## config.mk

```make
export PLATFORM = sky130hd
export DESIGN_NAME = sprdma_ctrl
export DESIGN_NICKNAME = d
export VERILOG_FILES = /design/src/rtl/sprdma_ctrl.sv
export SDC_FILE = /design/constraint.sdc
export NUM_CORES = 1
export LEC_CHECK = 0
export ABC_AREA = 0
export CAP_MARGIN = 20
export CORE_AREA = 2 2 73 75
export DETAILED_ROUTE_END_ITERATION = 12
export DIE_AREA = 0 0 75 77
export HOLD_SLACK_MARGIN = 0.12
export PLACE_DENSITY = 0.74
export SYNTH_ARGS = -nofsm -noshare
export SYNTH_HDL_FRONTEND = slang
export SYNTH_SLANG_ARGS = --single-unit
```

## constraint.sdc

```tcl
create_clock -name clk_in -period 4.7 [get_ports clk_in]
set_input_delay 0.705 -clock clk_in [delete_from_list [all_inputs] [get_ports clk_in]]
set_output_delay 0.705 -clock clk_in [all_outputs]
set_load 0.01 [all_outputs]
```

## src/rtl/sprdma_ctrl.sv

```systemverilog
// Sprite-DMA sequencer: on a CPU write to $4014 it halts the CPU and copies one
// page of memory into PPU OAMDATA with alternating read/write bus cycles.
module sprdma_ctrl #(
    parameter logic [15:0] DMA_REG_ADDR  = 16'h4014,
    parameter logic [15:0] OAM_DATA_ADDR = 16'h2004,
    parameter int          XFER_LEN      = 256
) (
    input  logic        clk_in,
    input  logic        rst_in,
    input  logic        cpu_ce_in,
    input  logic [15:0] cpu_a_in,
    input  logic [7:0]  cpu_dout_in,
    input  logic        cpu_r_nw_in,
    input  logic [7:0]  mem_din_in,
    output logic        halt_out,
    output logic        active_out,
    output logic [15:0] dma_a_out,
    output logic [7:0]  dma_d_out,
    output logic        dma_r_nw_out
);

    typedef enum logic [2:0] {
        S_IDLE,
        S_HALT,
        S_ALIGN,
        S_READ,
        S_WRITE
    } state_t;

    localparam logic [7:0] LAST_IDX = 8'(XFER_LEN - 1);

    state_t      state_q, state_d;
    logic        parity_q, parity_d;
    logic [7:0]  idx_q, idx_d;
    logic [7:0]  page_q, page_d;
    logic        halt_q, halt_d;
    logic        active_q, active_d;
    logic [15:0] dma_a_q, dma_a_d;
    logic [7:0]  dma_d_q, dma_d_d;
    logic        dma_r_nw_q, dma_r_nw_d;

    // Outputs are registered as a function of the state being entered, so the
    // bus cycle a state describes is presented for the whole tick it occupies.
    always_comb begin
        state_d    = state_q;
        parity_d   = parity_q;
        idx_d      = idx_q;
        page_d     = page_q;
        halt_d     = halt_q;
        active_d   = active_q;
        dma_a_d    = dma_a_q;
        dma_d_d    = dma_d_q;
        dma_r_nw_d = dma_r_nw_q;

        if (cpu_ce_in) begin
            parity_d = ~parity_q;
            case (state_q)
                S_IDLE: begin
                    if (!cpu_r_nw_in && cpu_a_in == DMA_REG_ADDR) begin
                        page_d  = cpu_dout_in;
                        idx_d   = 8'h00;
                        halt_d  = 1'b1;
                        state_d = S_HALT;
                    end
                end
                S_HALT: begin
                    // Wait for the CPU's first halted read; reads must land on parity 0.
                    if (cpu_r_nw_in) begin
                        if (parity_q) begin
                            state_d    = S_READ;
                            active_d   = 1'b1;
                            dma_a_d    = {page_q, idx_q};
                            dma_r_nw_d = 1'b1;
                        end else begin
                            state_d = S_ALIGN;
                        end
                    end
                end
                S_ALIGN: begin
                    state_d    = S_READ;
                    active_d   = 1'b1;
                    dma_a_d    = {page_q, idx_q};
                    dma_r_nw_d = 1'b1;
                end
                S_READ: begin
                    state_d    = S_WRITE;
                    dma_a_d    = OAM_DATA_ADDR;
                    dma_d_d    = mem_din_in;
                    dma_r_nw_d = 1'b0;
                end
                S_WRITE: begin
                    if (idx_q == LAST_IDX) begin
                        state_d    = S_IDLE;
                        halt_d     = 1'b0;
                        active_d   = 1'b0;
                        dma_a_d    = 16'h0000;
                        dma_r_nw_d = 1'b1;
                    end else begin
                        idx_d      = idx_q + 8'd1;
                        state_d    = S_READ;
                        dma_a_d    = {page_q, idx_q + 8'd1};
                        dma_r_nw_d = 1'b1;
                    end
                end
                default: begin
                    state_d = S_IDLE;
                end
            endcase
        end
    end

    always_ff @(posedge clk_in) begin
        if (rst_in) begin
            state_q    <= S_IDLE;
            parity_q   <= 1'b0;
            idx_q      <= 8'h00;
            page_q     <= 8'h00;
            halt_q     <= 1'b0;
            active_q   <= 1'b0;
            dma_a_q    <= 16'h0000;
            dma_d_q    <= 8'h00;
            dma_r_nw_q <= 1'b1;
        end else begin
            state_q    <= state_d;
            parity_q   <= parity_d;
            idx_q      <= idx_d;
            page_q     <= page_d;
            halt_q     <= halt_d;
            active_q   <= active_d;
            dma_a_q    <= dma_a_d;
            dma_d_q    <= dma_d_d;
            dma_r_nw_q <= dma_r_nw_d;
        end
    end

    assign halt_out     = halt_q;
    assign active_out   = active_q;
    assign dma_a_out    = dma_a_q;
    assign dma_d_out    = dma_d_q;
    assign dma_r_nw_out = dma_r_nw_q;

endmodule

```

==> flow_summary.yaml, run 1 <==
outcome:
  status: "completed"
flow_run:
  cap_violations: 0
worst_setup_path:
  cp.arrival_ns: 2.75
  crit_start: "cpu_ce_in"
  crit_path_end: "idx_q[2]"
  critPathMaxFanout: 13
  cp.required_ns: 4.86
  cp-end-kind: "register"
  ff2ff_setup_slack_ns: 2.29
  startpoint_type: "primary input"
  reg2reg_from: "state_q[2]"
  critPathKind: "in2reg"
  reg2regPathDepth: 4
  r2r-end: "dma_a_out[12]"
clock_tree:
  clk_latency_ns: 0.30
  htreeDepth: 2
  cts_resized: 0
  cts_tree: "yes"
  root_buffer: "clkbuf_8"
  ctsLongestPathBuffers: 2
  clk_pin_slew_ns: 0.08
  cts-hold-fix-buffers: 0
  cts_made_buffers: 5
  cts.sinks: 47
  post_cts_buffers: 0
timing:
  setup_viol: 0
  clock.fmax_ghz: 0.3856
  rsz0062_at_grt: "no"
  slew_headroom: 0.4904
  worst_pin_slew_ns: 0.7611
  clock_skew_ns: 0.008473
  tns_ns: 0
  fin_crit_sh: 0.5517
  layout_setup_ws_ns: 2.107
  fin_crit_ns: 2.593
  hold_viol: 0
  drv_slew: 0
floorplan:
  die_area_sq_um: 5775
  die_height_um: 77
  coreArea_sq_um: 4977
  rows: 26
  start_util: 0.4319
  io_pins: 63
  fp.dieW_um: 75
drt:
  routed_wirelength_mm: 5.223
  drt_iter0_drc: 108
  viasPerCell: 5.303
  ant_nets: 0
  dr.pass1.iters: 4
  drc: 0
  wl_per_cell_um: 13.39
  vias: 2068
global_route:
  grt-ovfl-total: 0
  grt_pass1_wl_mm: 9.080
  grt_max_degree: 29
  track_usage: 0.1989
  first_global_vias: 2016
  antenna_found_initial: 0
synth:
  synth_fp_nets: 301
  yosysMostFrequentCell: "dfxtp_1"
  synthTopCellsByCount: "47 x dfxtp_1, 43 x nand2_1, 31 x a21oi_1"
  synthesis.area_sq_um: 2150
  synth-main-ff-cell: "dfxtp_1"
  yosys.area.top_type_share: 0.4377
  synth_edf_count: 0
  synth_cells: 264
  yosysTopAreaCell: "dfxtp_1"
  async_flop_share: 0
  ys_warn_count: 0
  avgSynthCellArea_sq_um: 8.142
  synth_area_leaders: "dfxtp_1 44%, nand2_1 7.5%, a21oi_1 7.2%, nor2_1 3.5%, a22o_1 2.9%"
  ys_types: 48
  seq_area_frac_synth: 0.4377
  yosys_register_bits: 47
layout:
  drive_gt1_frac: 0.05000
  multiInputGateArea_sq_um: 1122
  final_nets: 356
  fill_cells: 467
  diodes: 0
  area_delta_synth_final_pct: 33.93
  seq_area_sq_um: 940.9
placed_design:
  port_buffers: 62
  pre_cts_ws_ns: 1.452
  gpl.final_weighted_congestion: 0.8810
  dpl.hpwl_mm: 3.818
pwr:
  irDropWorstVdd_v: 0.0001529
  cellLeakagePower_nw: 0.9259
  powerDensity_nw_per_um2: 233.7
worst_hold_path:
  hold_path.class: "reg2reg"
  hold_depth: 2
==> cells in the final DEF (no fill, tap or decap), drive strengths merged, types with 3 or more instances in the layout <==
| cell | Yosys | routed |
|---|---|---|
| a211oi | 6 | 6 |
| a21oi | 31 | 31 |
| a22o | 7 | 7 |
| a311oi | 6 | 6 |
| and2 | 3 | 3 |
| and3 | 3 | 3 |
| clkbuf | 6 | 8 |
| clkdlybuf4s50 | 0 | 62 |
| dfxtp | 47 | 47 |
| inv | 3 | 3 |
| nand2 | 43 | 43 |
| nand2b | 5 | 5 |
| nand3 | 12 | 12 |
| nand4 | 3 | 3 |
| nor2 | 20 | 20 |
| nor2b | 4 | 4 |
| nor3 | 7 | 7 |
| o211ai | 4 | 4 |
| o21a | 3 | 3 |
| o21ai | 16 | 16 |
| or3 | 4 | 4 |
==> metal layers <==
layer / global-route usage / vias up / wire length (um)
met4: 0.06964 / 0 / 106
met3: 0.04731 / 11 / 319
met5: 0 / - / 0
li1: - / 1051 / -
met2: 0.3105 / 55 / 2450
met1: 0.2645 / 951 / 2346
==> power by group <==
part	internal, W	switching (W)
logic	0.0000297	0.0000155
clock network	0.000104	0.000124
registers	0.000399	0.000000741
==> layout make-up <==
type | count | share of cell area
Clock buffer | 7 | 0.02651
Clock inverter | 1 | 0.001738
Inverter | 3 | 0.003911
Multi-Input combinational cell | 198 | 0.3898
Sequential cell | 47 | 0.3268
Tap cell | 70 | 0.03042
Timing Repair Buffer | 64 | 0.2208
==> state kept, by name (all words and copies together), names as in the netlist, 3 cells and up <==
name and count:
dma_a_out 16, dma_d_out 8, idx_q 8, page_q 8, state_q 3
==> worst max-delay path, cell delays in order <==
cell,delay (ns)
clkdlybuf4s50_1,0.75
and2b_1,0.27
nand2_1,0.10
or3_1,0.55
nand2_1,0.25
a311oi_1,0.12
==> through the flow <==
stage	instances	power, W	utilization	hold slack (ns)	cell area [sq um]
2_1_floorplan	264	0.0004217	-	0.4284	2150
3_3_place_gp	381	0.0004538	0.5606	0.4392	2790
3_5_place_dp	381	0.0004542	0.5606	0.4443	2790
4_1_cts	389	0.0006834	0.5769	0.4569	2872
5_1_grt	390	0.0007058	0.5784	0.4725	2879
6_report	390	0.0006729	0.5784	0.4544	2879
==> worst min path at each step <==
stage / start / slack, ns / to
2_1_floorplan: page_q[5] / 0.43 / page_q[5]
3_3_place_gp: page_q[5] / 0.44 / page_q[5]
3_5_place_dp: page_q[5] / 0.44 / page_q[5]
4_1_cts: page_q[5] / 0.46 / page_q[5]
5_1_grt: dma_d_out[2] / 0.47 / dma_d_out[2]
6_report: page_q[5] / 0.45 / page_q[5]
==> cells by family (layout without fill, tap and decap cells) <==
kind of cell / Yosys count / after routing / synth area share
XOR/XNOR: 3 / 3 / 0.01223
flip-flops: 47 / 47 / 0.4377
buffers and inverters: 19 / 75 / 0.04016
AO/OA/AOI/OAI: 80 / 80 / 0.2445
adder cells (fa/ha/maj): 1 / 1 / 0.005820
AND/OR/NAND/NOR: 114 / 114 / 0.2596
No activity file was read; power rests on OpenSTA's default activity.
==> inputs of run 2 (changes only) <==
Settings changed: CORE_AREA 2 2 73 75 to 2 2 75 77, DIE_AREA 0 0 75 77 to 0 0 77 79, PLACE_DENSITY 0.74 to 0.73.
Clock period 4.7 ns to 2.2 ns, I/O delays scaled along.
==> run 2 against run 1 <==
Clock-buffer cell count down 1. Clock skew down 0.0014 ns. Non-clock buffer count up 12. Sequential power up 110%. Clock power up 140%. Hold slack better by 0.0020 ns. Global-route usage down 1.7 points. Sequential share of layout area down 1.3 points. Wire length up 2.5%. Register-to-register slack worse by 2.0 ns. Critical path type is now reg2reg. Largest power group unchanged.
==> flow_summary.yaml, run 2 (synthesized netlist as in run 1, its figures left out) <==
drt:
  viasPerCell: 5.307
  dr.pass1.iters: 4
  drc: 0
  ant_nets: 0
  drt_iter0_drc: 176
  wl_per_cell_um: 13.25
  routed_wirelength_mm: 5.354
  vias: 2144
worst_setup_path:
  cp-end-kind: "register"
  crit_path_cell_trace: "nand3_1 > a21oi_1 > o21ai_1 > a211oi_2 > a22o_1"
  critPathMaxStageDelay_ns: 0.57
  cp.required_ns: 2.44
  ff2ff_setup_slack_ns: 0.30
  crit_slowest_cell: "dfxtp_1"
  critPathMaxFanout: 12
  critPathKind: "reg2reg"
  startpoint_type: "register"
  cp.arrival_ns: 2.15
timing:
  rsz0062_at_grt: "no"
  tns_ns: 0
  fin_crit_sh: 0.8659
  clock_skew_ns: 0.007069
  clock.fmax_ghz: 0.5250
  worst_pin_slew_ns: 0.5361
  drv_slew: 0
  hold_viol: 0
  slew_headroom: 0.6419
  fin_crit_ns: 1.905
  layout_setup_ws_ns: 0.2951
  setup_viol: 0
clock_tree:
  clk_latency_ns: 0.30
  post_cts_buffers: 0
  cts-hold-fix-buffers: 0
  cts_resized: 0
  cts.sinks: 47
  cts_made_buffers: 5
  root_buffer: "clkbuf_8"
  clk_pin_slew_ns: 0.09
  ctsLongestPathBuffers: 2
  cts_tree: "yes"
  htreeDepth: 2
global_route:
  grt_pass1_wl_mm: 8.942
  grt-ovfl-total: 0
  track_usage: 0.1815
  grt_max_degree: 17
  antenna_found_initial: 0
  first_global_vias: 1991
layout:
  largest_reg_flops: 16
  layout_common_cells: "62 x clkdlybuf4s50_1, 47 x dfxtp_1, 43 x nand2_1"
  area_delta_synth_final_pct: 39.64
  final_core_utilization: 0.5624
  postLayoutCellArea_sq_um: 3002
  layout_commonest_cell: "clkdlybuf4s50_1"
  final_nets: 368
  drive_gt1_frac: 0.09036
  fill_cells: 526
  diodes: 0
pwr:
  cellLeakagePower_nw: 0.9926
  irDropWorstVdd_v: 0.0003860
  powerDensity_nw_per_um2: 498.4
  finalPower_w: 0.001496
floorplan:
  die_area_sq_um: 6083
  fp.dieW_um: 77
  io_pins: 63
  die_height_um: 79
  coreArea_sq_um: 5338
  rows: 27
  start_util: 0.4027
flow_run:
  cap_violations: 0
outcome:
  status: "completed"
worst_hold_path:
  hold_path.class: "reg2reg"
placed_design:
  pre_cts_ws_ns: 0.02816
  dpl.hpwl_mm: 4.050
  gpl.final_weighted_congestion: 0.8410
  port_buffers: 62
  postPlaceCellArea_sq_um: 2903
## run 2: cell count changes in the layout (fill, tap and decap cells not counted), sizes merged
cell | before | now
buf | 1 | 14
clkbuf | 8 | 6
clkinvlp | 0 | 1
## run 2: final cells by class
class	instances	area [sq um]	area share
clock inverters	2	16.27	0.005419
flip-flops and latches	47	940.9	0.3135
well taps	72	90.09	0.03001
multi-input cells	198	1122	0.3739
inverters	3	11.26	0.003752
repair buffers	76	738.2	0.2459
clock buffers	6	82.58	0.02751
## run 2: worst paths after layout
kind | start | end | cells past startpoint
worst max-delay path | state_q[0] | dma_a_out[14] | 5
worst min-delay path | dma_d_out[2] | dma_d_out[2] | 2
worst max register to register | state_q[0] | dma_a_out[14] | 5
worst min register to register | dma_d_out[2] | dma_d_out[2] | 2
## run 2: power breakdown
part | internal [W] | switching [W]
clock network | 0.000256 | 0.000284
logic | 0.0000671 | 0.0000350
registers | 0.000852 | 0.00000174
## run 2: stage by stage
| stage | instances | hold WS [ns] |
|---|---|---|
| after global routing | 404 | 0.4765 |
| after CTS | 404 | 0.4583 |
| after global placement | 396 | 0.4407 |
| final | 404 | 0.4564 |
| after detailed placement | 396 | 0.4480 |
| after floorplan | 264 | 0.4284 |
## run 2: per-layer routing
layer  global-route usage  vias to the layer above  routed length (um)
met2               0.3123                       49                2709
li1                     -                     1082                   -
met5                    0                        -                   0
met4              0.05179                        0                  38
met3              0.03977                        2                 273
met1               0.2302                     1011                2332
## run 2: critical path: cells and delay by family (launching register included)
kind	cells	cell delay, ns
compound gates	4	1.11
simple gates	1	0.17
flops	1	0.57
